===== config.mk =====
export PLATFORM = sky130hd
export DESIGN_NAME = dmem_responder
export DESIGN_NICKNAME = d
export VERILOG_FILES = /design/src/rtl/dmem_pkg.sv /design/src/rtl/dmem_sram_array.sv /design/src/rtl/dmem_responder.sv
export SDC_FILE = /design/constraint.sdc
export NUM_CORES = 2
export LEC_CHECK = 0
export CAP_MARGIN = 20
export CELL_PAD_IN_SITES_DETAIL_PLACEMENT = 1
export CELL_PAD_IN_SITES_GLOBAL_PLACEMENT = 2
export CORE_ASPECT_RATIO = 0.7
export CORE_MARGIN = 5
export CORE_UTILIZATION = 40
export CTS_BUF_LIST = sky130_fd_sc_hd__clkbuf_8
export DETAILED_ROUTE_END_ITERATION = 6
export GPL_ROUTABILITY_DRIVEN = 0
export GPL_TIMING_DRIVEN = 0
export PLACE_DENSITY_LB_ADDON = 0.05
export REMOVE_ABC_BUFFERS = 1
export SYNTH_ARGS = -nofsm -noshare
export SYNTH_HDL_FRONTEND = slang
export SYNTH_SLANG_ARGS = --single-unit

===== constraint.sdc =====
create_clock -name clk_i -period 8.7 [get_ports clk_i]
set_clock_uncertainty 0.1 [all_clocks]
set_input_delay 1.74 -clock clk_i [delete_from_list [all_inputs] [get_ports clk_i]]
set_output_delay 1.74 -clock clk_i [all_outputs]
set_load 0.01 [all_outputs]

===== src/rtl/dmem_pkg.sv =====
// Shared types and helpers for the data-memory responder.
// State encoding, latency-counter width and a byte-lane merge helper.
package dmem_pkg;

    localparam logic [1:0] ST_IDLE = 2'd0;
    localparam logic [1:0] ST_WAIT = 2'd1;
    localparam logic [1:0] ST_RESP = 2'd2;

    localparam int CNT_W = 4;

    typedef enum logic [1:0] {
        S_IDLE = ST_IDLE,
        S_WAIT = ST_WAIT,
        S_RESP = ST_RESP
    } state_e;

    function automatic logic [31:0] be_merge(input logic [31:0] old_word,
                                             input logic [31:0] new_word,
                                             input logic [3:0]  be);
        logic [31:0] res;
        res = old_word;
        for (int i = 0; i < 4; i++) begin
            if (be[i]) begin
                res[8*i +: 8] = new_word[8*i +: 8];
            end
        end
        return res;
    endfunction

endpackage


===== src/rtl/dmem_sram_array.sv =====
// Word-addressed data SRAM: one array per byte lane, lane write mask and
// read-enabled registered read port. Contents are never reset.
module dmem_sram_array #(
    parameter int DEPTH_WORDS = 128,
    parameter int IDX_W       = 7
) (
    input  logic             clk_i,
    input  logic             we_i,
    input  logic             re_i,
    input  logic [3:0]       be_i,
    input  logic [IDX_W-1:0] idx_i,
    input  logic [31:0]      wdata_i,
    output logic [31:0]      rdata_o
);

    genvar gi;
    generate
        for (gi = 0; gi < 4; gi++) begin : g_lane
            logic [7:0] mem_q [DEPTH_WORDS];
            logic [7:0] rd_q;

            always_ff @(posedge clk_i) begin
                if (we_i && be_i[gi]) begin
                    mem_q[idx_i] <= wdata_i[8*gi +: 8];
                end
                if (re_i) begin
                    rd_q <= mem_q[idx_i];
                end
            end

            assign rdata_o[8*gi +: 8] = rd_q;
        end
    endgenerate

endmodule


===== src/rtl/dmem_responder.sv =====
// Single-outstanding load/store responder: request handshake, programmable
// latency, byte-enabled SRAM access and held response handshake.
module dmem_responder
    import dmem_pkg::*;
#(
    parameter int DEPTH_WORDS = 128,
    parameter int LATENCY     = 2
) (
    input  logic        clk_i,
    input  logic        rst_i,
    input  logic        req_valid_i,
    output logic        req_ready_o,
    input  logic        req_write_i,
    input  logic [31:0] req_addr_i,
    input  logic [31:0] req_wdata_i,
    input  logic [3:0]  req_be_i,
    output logic        rsp_valid_o,
    input  logic        rsp_ready_i,
    output logic [31:0] rsp_rdata_o,
    output logic        rsp_err_o,
    output logic        busy_o
);

    localparam int IDX_W = (DEPTH_WORDS > 1) ? $clog2(DEPTH_WORDS) : 1;

    state_e           state_q, state_d;
    logic [CNT_W-1:0] cnt_q, cnt_d;
    logic             write_q, write_d;
    logic [31:0]      addr_q, addr_d;
    logic [31:0]      wdata_q, wdata_d;
    logic [3:0]       be_q, be_d;
    logic             rsp_valid_q, rsp_valid_d;
    logic             rsp_err_q, rsp_err_d;
    logic             load_ok_q, load_ok_d;
    logic             busy_q, busy_d;
    logic             req_ready_q, req_ready_d;

    logic             from_idle;
    logic             commit;
    logic             c_write;
    logic [31:0]      c_addr;
    logic [31:0]      c_wdata;
    logic [3:0]       c_be;
    logic             c_err;
    logic             sram_we;
    logic             sram_re;
    logic [31:0]      sram_rdata;

    // With LATENCY == 1 the commit edge is the accept edge, so the access
    // must be steered straight from the request inputs instead of the captures.
    assign from_idle = (state_q == S_IDLE);
    assign c_write   = from_idle ? req_write_i : write_q;
    assign c_addr    = from_idle ? req_addr_i  : addr_q;
    assign c_wdata   = from_idle ? req_wdata_i : wdata_q;
    assign c_be      = from_idle ? req_be_i    : be_q;
    assign c_err     = (c_addr[1:0] != 2'b00) ||
                       ({2'b00, c_addr[31:2]} >= 32'(DEPTH_WORDS));

    assign commit = (from_idle && req_valid_i && (LATENCY == 1)) ||
                    ((state_q == S_WAIT) && (cnt_q == CNT_W'(1)));

    // Gated by reset so nothing reaches the array while reset is held.
    assign sram_we = commit && c_write && !c_err && rst_i;
    assign sram_re = commit && !c_write && !c_err && rst_i;

    dmem_sram_array #(
        .DEPTH_WORDS (DEPTH_WORDS),
        .IDX_W       (IDX_W)
    ) u_sram (
        .clk_i   (clk_i),
        .we_i    (sram_we),
        .re_i    (sram_re),
        .be_i    (c_be),
        .idx_i   (c_addr[IDX_W+1:2]),
        .wdata_i (c_wdata),
        .rdata_o (sram_rdata)
    );

    always_comb begin
        state_d     = state_q;
        cnt_d       = cnt_q;
        write_d     = write_q;
        addr_d      = addr_q;
        wdata_d     = wdata_q;
        be_d        = be_q;
        rsp_valid_d = rsp_valid_q;
        rsp_err_d   = rsp_err_q;
        load_ok_d   = load_ok_q;

        case (state_q)
            S_IDLE: begin
                if (req_valid_i) begin
                    write_d = req_write_i;
                    addr_d  = req_addr_i;
                    wdata_d = req_wdata_i;
                    be_d    = req_be_i;
                    if (LATENCY == 1) begin
                        state_d = S_RESP;
                    end else begin
                        cnt_d   = CNT_W'(LATENCY - 1);
                        state_d = S_WAIT;
                    end
                end
            end
            S_WAIT: begin
                cnt_d = cnt_q - CNT_W'(1);
                if (cnt_q == CNT_W'(1)) begin
                    state_d = S_RESP;
                end
            end
            S_RESP: begin
                if (rsp_ready_i) begin
                    state_d     = S_IDLE;
                    rsp_valid_d = 1'b0;
                    rsp_err_d   = 1'b0;
                    load_ok_d   = 1'b0;
                end
            end
            default: state_d = S_IDLE;
        endcase

        if (commit) begin
            rsp_valid_d = 1'b1;
            rsp_err_d   = c_err;
            load_ok_d   = !c_write && !c_err;
        end

        busy_d      = (state_d != S_IDLE);
        req_ready_d = (state_d == S_IDLE);
    end

    always_ff @(posedge clk_i or negedge rst_i) begin
        if (!rst_i) begin
            state_q     <= S_IDLE;
            cnt_q       <= '0;
            write_q     <= 1'b0;
            addr_q      <= '0;
            wdata_q     <= '0;
            be_q        <= '0;
            rsp_valid_q <= 1'b0;
            rsp_err_q   <= 1'b0;
            load_ok_q   <= 1'b0;
            busy_q      <= 1'b0;
            req_ready_q <= 1'b1;
        end else begin
            state_q     <= state_d;
            cnt_q       <= cnt_d;
            write_q     <= write_d;
            addr_q      <= addr_d;
            wdata_q     <= wdata_d;
            be_q        <= be_d;
            rsp_valid_q <= rsp_valid_d;
            rsp_err_q   <= rsp_err_d;
            load_ok_q   <= load_ok_d;
            busy_q      <= busy_d;
            req_ready_q <= req_ready_d;
        end
    end

    // Read data only shows through for a successful load; stores and errors read 0.
    assign rsp_rdata_o = load_ok_q ? sram_rdata : 32'h0;
    assign rsp_valid_o = rsp_valid_q;
    assign rsp_err_o   = rsp_err_q;
    assign busy_o      = busy_q;
    assign req_ready_o = req_ready_q;

endmodule


# After elaboration in Yosys (flattened, before gate mapping)
# Memory sizes are Yosys's and may differ from the RTL's. A register that Yosys moved wholly into a read port is not among the register bits.
# Cells that the tools add are included.
word_totals:
  ff_bits: 80
  ramBits: 4096
  in_bits: 73
  output_inout_bits: 36
  word_cells: 70
  memories: 4
memory_table:
  columns: ["name", "depth", "word_bits", "read_ports", "rd_clocked_by_memory_dff", "write_ports", "line", "rtl"]
  rows:
  - ["u_sram.g_lane[0].mem_q", 128, 8, 1, 1, 1, "dmem_sram_array.sv:19", "logic [7:0] mem_q [DEPTH_WORDS];"]
  - ["u_sram.g_lane[1].mem_q", 128, 8, 1, 1, 1, "dmem_sram_array.sv:19", null]
  - ["u_sram.g_lane[2].mem_q", 128, 8, 1, 1, 1, "dmem_sram_array.sv:19", null]
  - ["u_sram.g_lane[3].mem_q", 128, 8, 1, 1, 1, "dmem_sram_array.sv:19", null]
op_classes:
  addsub: 1
  order_cmp: 1
  eq_ne: 4
  muxes: 24
  reduce_logical: 25
ops:
  columns: ["op", "count"]
  rows:
  - ["$mux W32", 3]
  - ["$ge A30 B8 Y1 const B", 1]
  - ["$mux W1", 14]
  - ["$logic_and A1 B1 Y1", 12]
  - ["$reduce_bool A2 Y1", 5]
  - ["$mux W4", 2]
  - ["$pmux W4 S2", 1]
  - ["$mux W2", 3]
  - ["$pmux W2 S3", 1]
  - ["$reduce_and A2 Y1", 3]
  - ["$eq A4 B1 Y1 const B", 1]
  - ["$logic_not A2 Y1", 2]
  - ["$sub A4 B1 Y4 const B", 1]
  - ["$eq A2 B1 Y1 const B", 1]
  - ["$eq A2 B2 Y1 const B", 1]
  - ["$logic_not A1 Y1", 2]
  - ["$ne A2 B2 Y1 const B", 1]
  - ["$logic_or A1 B1 Y1", 1]

# Depth between registers and ports, before layout
logic_depth:
  depth_word: 10
  mapped_depth: 10

# Modules after synthesis
# Synthesis repeated with hierarchy kept, for this count alone.
hier_totals:
  cells_unflattened: 10076
  hier_area_um2: 163832.1
by_module_without_submodules:
  columns: ["module", "n_inst", "cells_each", "area_each_um2"]
  rows:
  - ["dmem_sram_array", 1, 9636, 159907.1]
  - ["dmem_responder", 1, 440, 3925.0]

# Worst setup path after synthesis
# OpenSTA, ideal clock, no wires.
synth_path:
  path_kind: "input port to flip-flop"
  start: "in req_addr_i[2]"
  end: "mem u_sram.g_lane[0].mem_q[122][0], enable pin"
  setup_time_ns: 0.370
  arrival_time_ns: 3.936
  path_slack_ns: 4.294
  cell_stages: 10
  path_buffers: 5
  cell_sequence: "or3b_1 buf_2 clkbuf_1 buf_2 buf_1 nand2_1 nor2_1 buf_2 nand2_1 nor2_1"
synth_via:
  elab_chain_len: 9
synth_rtl:
  columns: ["item", "line", "rtl"]
  rows:
  - ["start: declaration", "dmem_responder.sv:14", "input logic [31:0] req_addr_i,"]
  - ["$mux W32 *", "dmem_responder.sv:53", "assign c_addr = from_idle ? req_addr_i : addr_q;"]
  - ["$ge A30 B8 Y1", "dmem_responder.sv:57", "({2'b00, c_addr[31:2]} >= 32'(DEPTH_WORDS));"]
  - ["$logic_or A1 B1 Y1", "dmem_responder.sv:56", "assign c_err = (c_addr[1:0] != 2'b00) ||"]
  - ["$logic_not A1 Y1", "dmem_responder.sv:63", "assign sram_we = commit && c_write && !c_err && rst_i;"]
  - ["$logic_and A1 B1 Y1 (2 in a row)", "dmem_responder.sv:63", null]
  - ["$logic_and A1 B1 Y1", "dmem_sram_array.sv:23", "if (we_i && be_i[gi]) begin"]
  - ["$mux W1", "dmem_sram_array.sv:23", null]
  - ["$mux W1 (implied by the code)", "dmem_sram_array.sv:24", "mem_q[idx_i] <= wdata_i[8*gi +: 8];"]
  - ["end: declaration", "dmem_sram_array.sv:19", null]
# Every way passes the cells marked *; elsewhere a longest branch is shown, timed or not.

# Final worst setup path
layout_path:
  start: "reg state_q[1]"
  end: "mem u_sram.g_lane[2].mem_q[100][3], enable pin"
layout_via:
  elab_chain_len: 10
  word_cells_on_any_way: 16
layout_rtl:
  columns: ["item", "line", "rtl"]
  rows:
  - ["start: declaration", "dmem_responder.sv:26", "state_e state_q, state_d;"]
  - ["start signal: assignment", "dmem_responder.sv:146", "state_q <= state_d;"]
  - ["$logic_not A2 Y1", "dmem_responder.sv:51", "assign from_idle = (state_q == S_IDLE);"]
  - ["$mux W32", "dmem_responder.sv:53", null]
  - ["$ge A30 B8 Y1 / $reduce_bool A2 Y1 (equally long branches)", "dmem_responder.sv:57, dmem_responder.sv:56", null]
  - ["$logic_or A1 B1 Y1", "dmem_responder.sv:56", null]
  - ["$logic_not A1 Y1", "dmem_responder.sv:63", null]
  - ["$logic_and A1 B1 Y1 (2 in a row)", "dmem_responder.sv:63", null]
  - ["$logic_and A1 B1 Y1", "dmem_sram_array.sv:23", null]
  - ["$mux W1", "dmem_sram_array.sv:23", null]
  - ["$mux W1 (implied by the code)", "dmem_sram_array.sv:24", null]
  - ["end: declaration", "dmem_sram_array.sv:19", null]
# Parallel ways exist; a longest one is shown, timed or not.

==> flow_metrics.env <==
export IMPL_wl_per_cell_um=33.88
export IMPL_critPathKind="reg2reg"
export IMPL_routed_wl_mm=670.4
export IMPL_synthArstFlopShare=0.01901
export IMPL_synthFlopType="edfxtp_1"
export IMPL_avgSynthCellArea_um2=12.83
export IMPL_ys_ff_latch=4208
export IMPL_viasPerCell=6.201
export IMPL_antenna_found_initial=62
export IMPL_vdd_drop_max_mv=0.2796
export IMPL_cts_resized=0
export IMPL_die_y_um=559.1
export IMPL_fin_total_pwr_w=0.06804
export IMPL_critPathMaxStageDelay_ns=1.19
export IMPL_drt_iter0_markers=12810
export IMPL_grt_pass1_wl_mm=939.4
export IMPL_cap_violations=0
export IMPL_clk_pin_slew_ns=0.06
export IMPL_cts_root_buf="clkbuf_8"
export IMPL_status="finished, final reports clean"
export IMPL_die_x_um=794.4
export IMPL_synth_most_common_cell="edfxtp_1"
export IMPL_grtUsageTotal=0.2907
export IMPL_synth_top_area_frac=0.7196
export IMPL_crit_arrival_ns=7.42
export IMPL_place_hpwl_mm=438.4
export IMPL_cp_required_ns=9.46
export IMPL_rsz0062_at_grt="false"
export IMPL_drc=0
export IMPL_yosysWarnings=0
export IMPL_hold_viol=0
export IMPL_ant_nets=0
export IMPL_fmax_mhz=150.1
export IMPL_clk_latency_ns=1.30
export IMPL_drtPass1Iterations=6
export IMPL_cts_max_path_buffers=4
export IMPL_initial_core_util=0.4018
export IMPL_synth_commonest_cells="edfxtp_1 (4128), o21ai_0 (2060), nand3_1 (2055)"
export IMPL_report_final_setup_viol=0
export IMPL_holdWs_ns=0.3348
export IMPL_yosysSeqAreaShare=0.7312
export IMPL_fin_crit_sh=0.7657
export IMPL_gr_total_overflow=0
export IMPL_boundaryPins=109
export IMPL_ys_types=41
export IMPL_synth_area_leaders="edfxtp_1 (72%), o21ai_0 (6.0%), nand3_1 (6.0%), a21oi_1 (6.0%), o41ai_1 (2.6%)"
export IMPL_nNetsFinal=13610
export IMPL_multi_input_area_mm2=0.04151
export IMPL_portBuffers=108
export IMPL_slew_headroom=0.1400
export IMPL_cts_sinks=4208
export IMPL_cpMaxStageDelayCell="nor2_1"
export IMPL_end_kind="flip-flop"
export IMPL_cts_made_buffers=673
export IMPL_final_util=0.4683
export IMPL_area_delta_synth_final_pct=16.56
export IMPL_timing_critical_path_mode_cell="buf_12"
export IMPL_grt_pass1_vias=123200
export IMPL_grt_start_max_net_pins=87
export IMPL_yosysTopAreaCell="edfxtp_1"
export IMPL_cts_tree="done"
export IMPL_cts_setup_buffers=0
export IMPL_fillers=42730
export IMPL_dp_cells=18500
export IMPL_cp_start_kind="flip-flop"
export IMPL_seq_area_mm2=0.1260
export IMPL_syn_instance_count=13430
export IMPL_synth_area_mm2=0.1723
export IMPL_worstPathCellList="o21ai_4, buf_12, buf_12, buf_12, buf_12, buf_12, buf_12, buf_16, nand2_1, nor2_1, buf_6, nand2_1, nor2_1"
export IMPL_synth_edf_count=4128
export IMPL_cp_max_fo=32
export IMPL_die_area_mm2=0.4441
export IMPL_hold_path_class="in2async"
export IMPL_finalMaxSlewViolations=0
export IMPL_powerDensity_mw_per_mm2=338.8
export IMPL_cts_htree_levels=6
export IMPL_p_leak_nw=63.62
export IMPL_period_minus_slack_ns=6.662
export IMPL_postCtsHoldBufs=0
export IMPL_vias=122700
export IMPL_finalNonFillerCells=19790
export IMPL_worst_pin_slew_ns=1.273
export IMPL_coreArea_mm2=0.4288
export IMPL_fin_tns_setup_ns=0
export IMPL_rows=201
export IMPL_drive_gt1_frac=0.1055
[metrics by stage]
step | worst slack, ns | cell area (um^2)
6_report | 2.038 | 200800
5_1_grt | 2.025 | 200700
4_1_cts | 1.387 | 200200
3_5_place_dp | 0.7167 | 188400
3_3_place_gp | -133.40 | 175200
2_1_floorplan | -68.34 | 167000
[routing by layer]
metal | global-route usage | up-vias | wire (um)
met2 | 0.4359 | 4742 | 299200
li1 | - | 52370 | -
met1 | 0.3958 | 64440 | 286200
met4 | 0.1325 | 20 | 31100
met3 | 0.07748 | 1127 | 53240
met5 | 0.005777 | - | 693
[layout by cell type (no fill, tap or decap), types with 58 or more instances in the layout]
cell type | synthesis | routed
edfxtp_1 | 4128 | 4128
o21ai_0 | 2060 | 2057
nand3_1 | 2055 | 2055
a21oi_1 | 2050 | 2050
clkbuf_8 | 0 | 693
nor2_1 | 539 | 537
o41ai_1 | 512 | 512
nand2_1 | 440 | 405
buf_16 | 0 | 280
inv_1 | 8 | 244
buf_12 | 0 | 175
clkinv_1 | 0 | 156
a41oi_1 | 128 | 128
clkdlybuf4s50_1 | 0 | 107
buf_8 | 0 | 103
dfrtp_1 | 79 | 78
diode_2 | 0 | 58
[sequential cells by signal, summed over array words and instances (netlist names)]
name	count
busy_o	1
rsp_err_o	1
cnt_q	4
write_q	1
u_sram.g_lane.mem_q	4096
u_sram.g_lane.rd_q	32
load_ok_q	1
be_q	4
req_ready_o	1
wdata_q	32
addr_q	32
rsp_valid_o	1
state_q	2
[final timing paths]
| kind | startpoint | end | slack [ns] | cells after the start |
|---|---|---|---|---|
| max | state_q[1] | u_sram.g_lane[2].mem_q[100][3] | 2.04 | 13 |
| min | rst_i | wdata_q[6] | 0.33 | 1 |
| max reg2reg | state_q[1] | u_sram.g_lane[2].mem_q[100][3] | 2.04 | 13 |
| min reg2reg | addr_q[29] | addr_q[29] | 0.37 | 2 |
| max in group asynchronous | rst_i | wdata_q[24] | 7.37 | 2 |
| min in group clk_i | addr_q[29] | addr_q[29] | 0.37 | 2 |
[area by class of cell]
cell class,count,area share
clock buffers,693,0.04750
multi-input cells,7909,0.2067
diodes,58,0.0007228
flip-flops and latches,4208,0.6273
inverters,8,0.0001495
clock inverters,495,0.01107
well taps,5684,0.03542
repair buffers,730,0.07111
[power by group]
group          internal [W]  leakage (nW)  switching, W
Clock               0.00746          6.86       0.00820
Sequential           0.0261          38.4      0.000133
Combinational       0.00739          18.4        0.0188
[worst max-delay path, delay by kind of cell, from the launching register on]
| family | cells | cell delay [ns] |
|---|---|---|
| buf+inv | 8 | 1.87 |
| flops | 1 | 0.61 |
| compound gates | 1 | 0.88 |
| simple gates | 4 | 2.67 |
[kinds of logic after synthesis]
group / synth area share
compound gates: 0.1528
flops: 0.7312
simple gates: 0.08508
buf+inv: 0.03072
fa+ha+maj: 0.0001452
mux: 0.00005811
No activity file was read; power rests on OpenSTA's default activity.
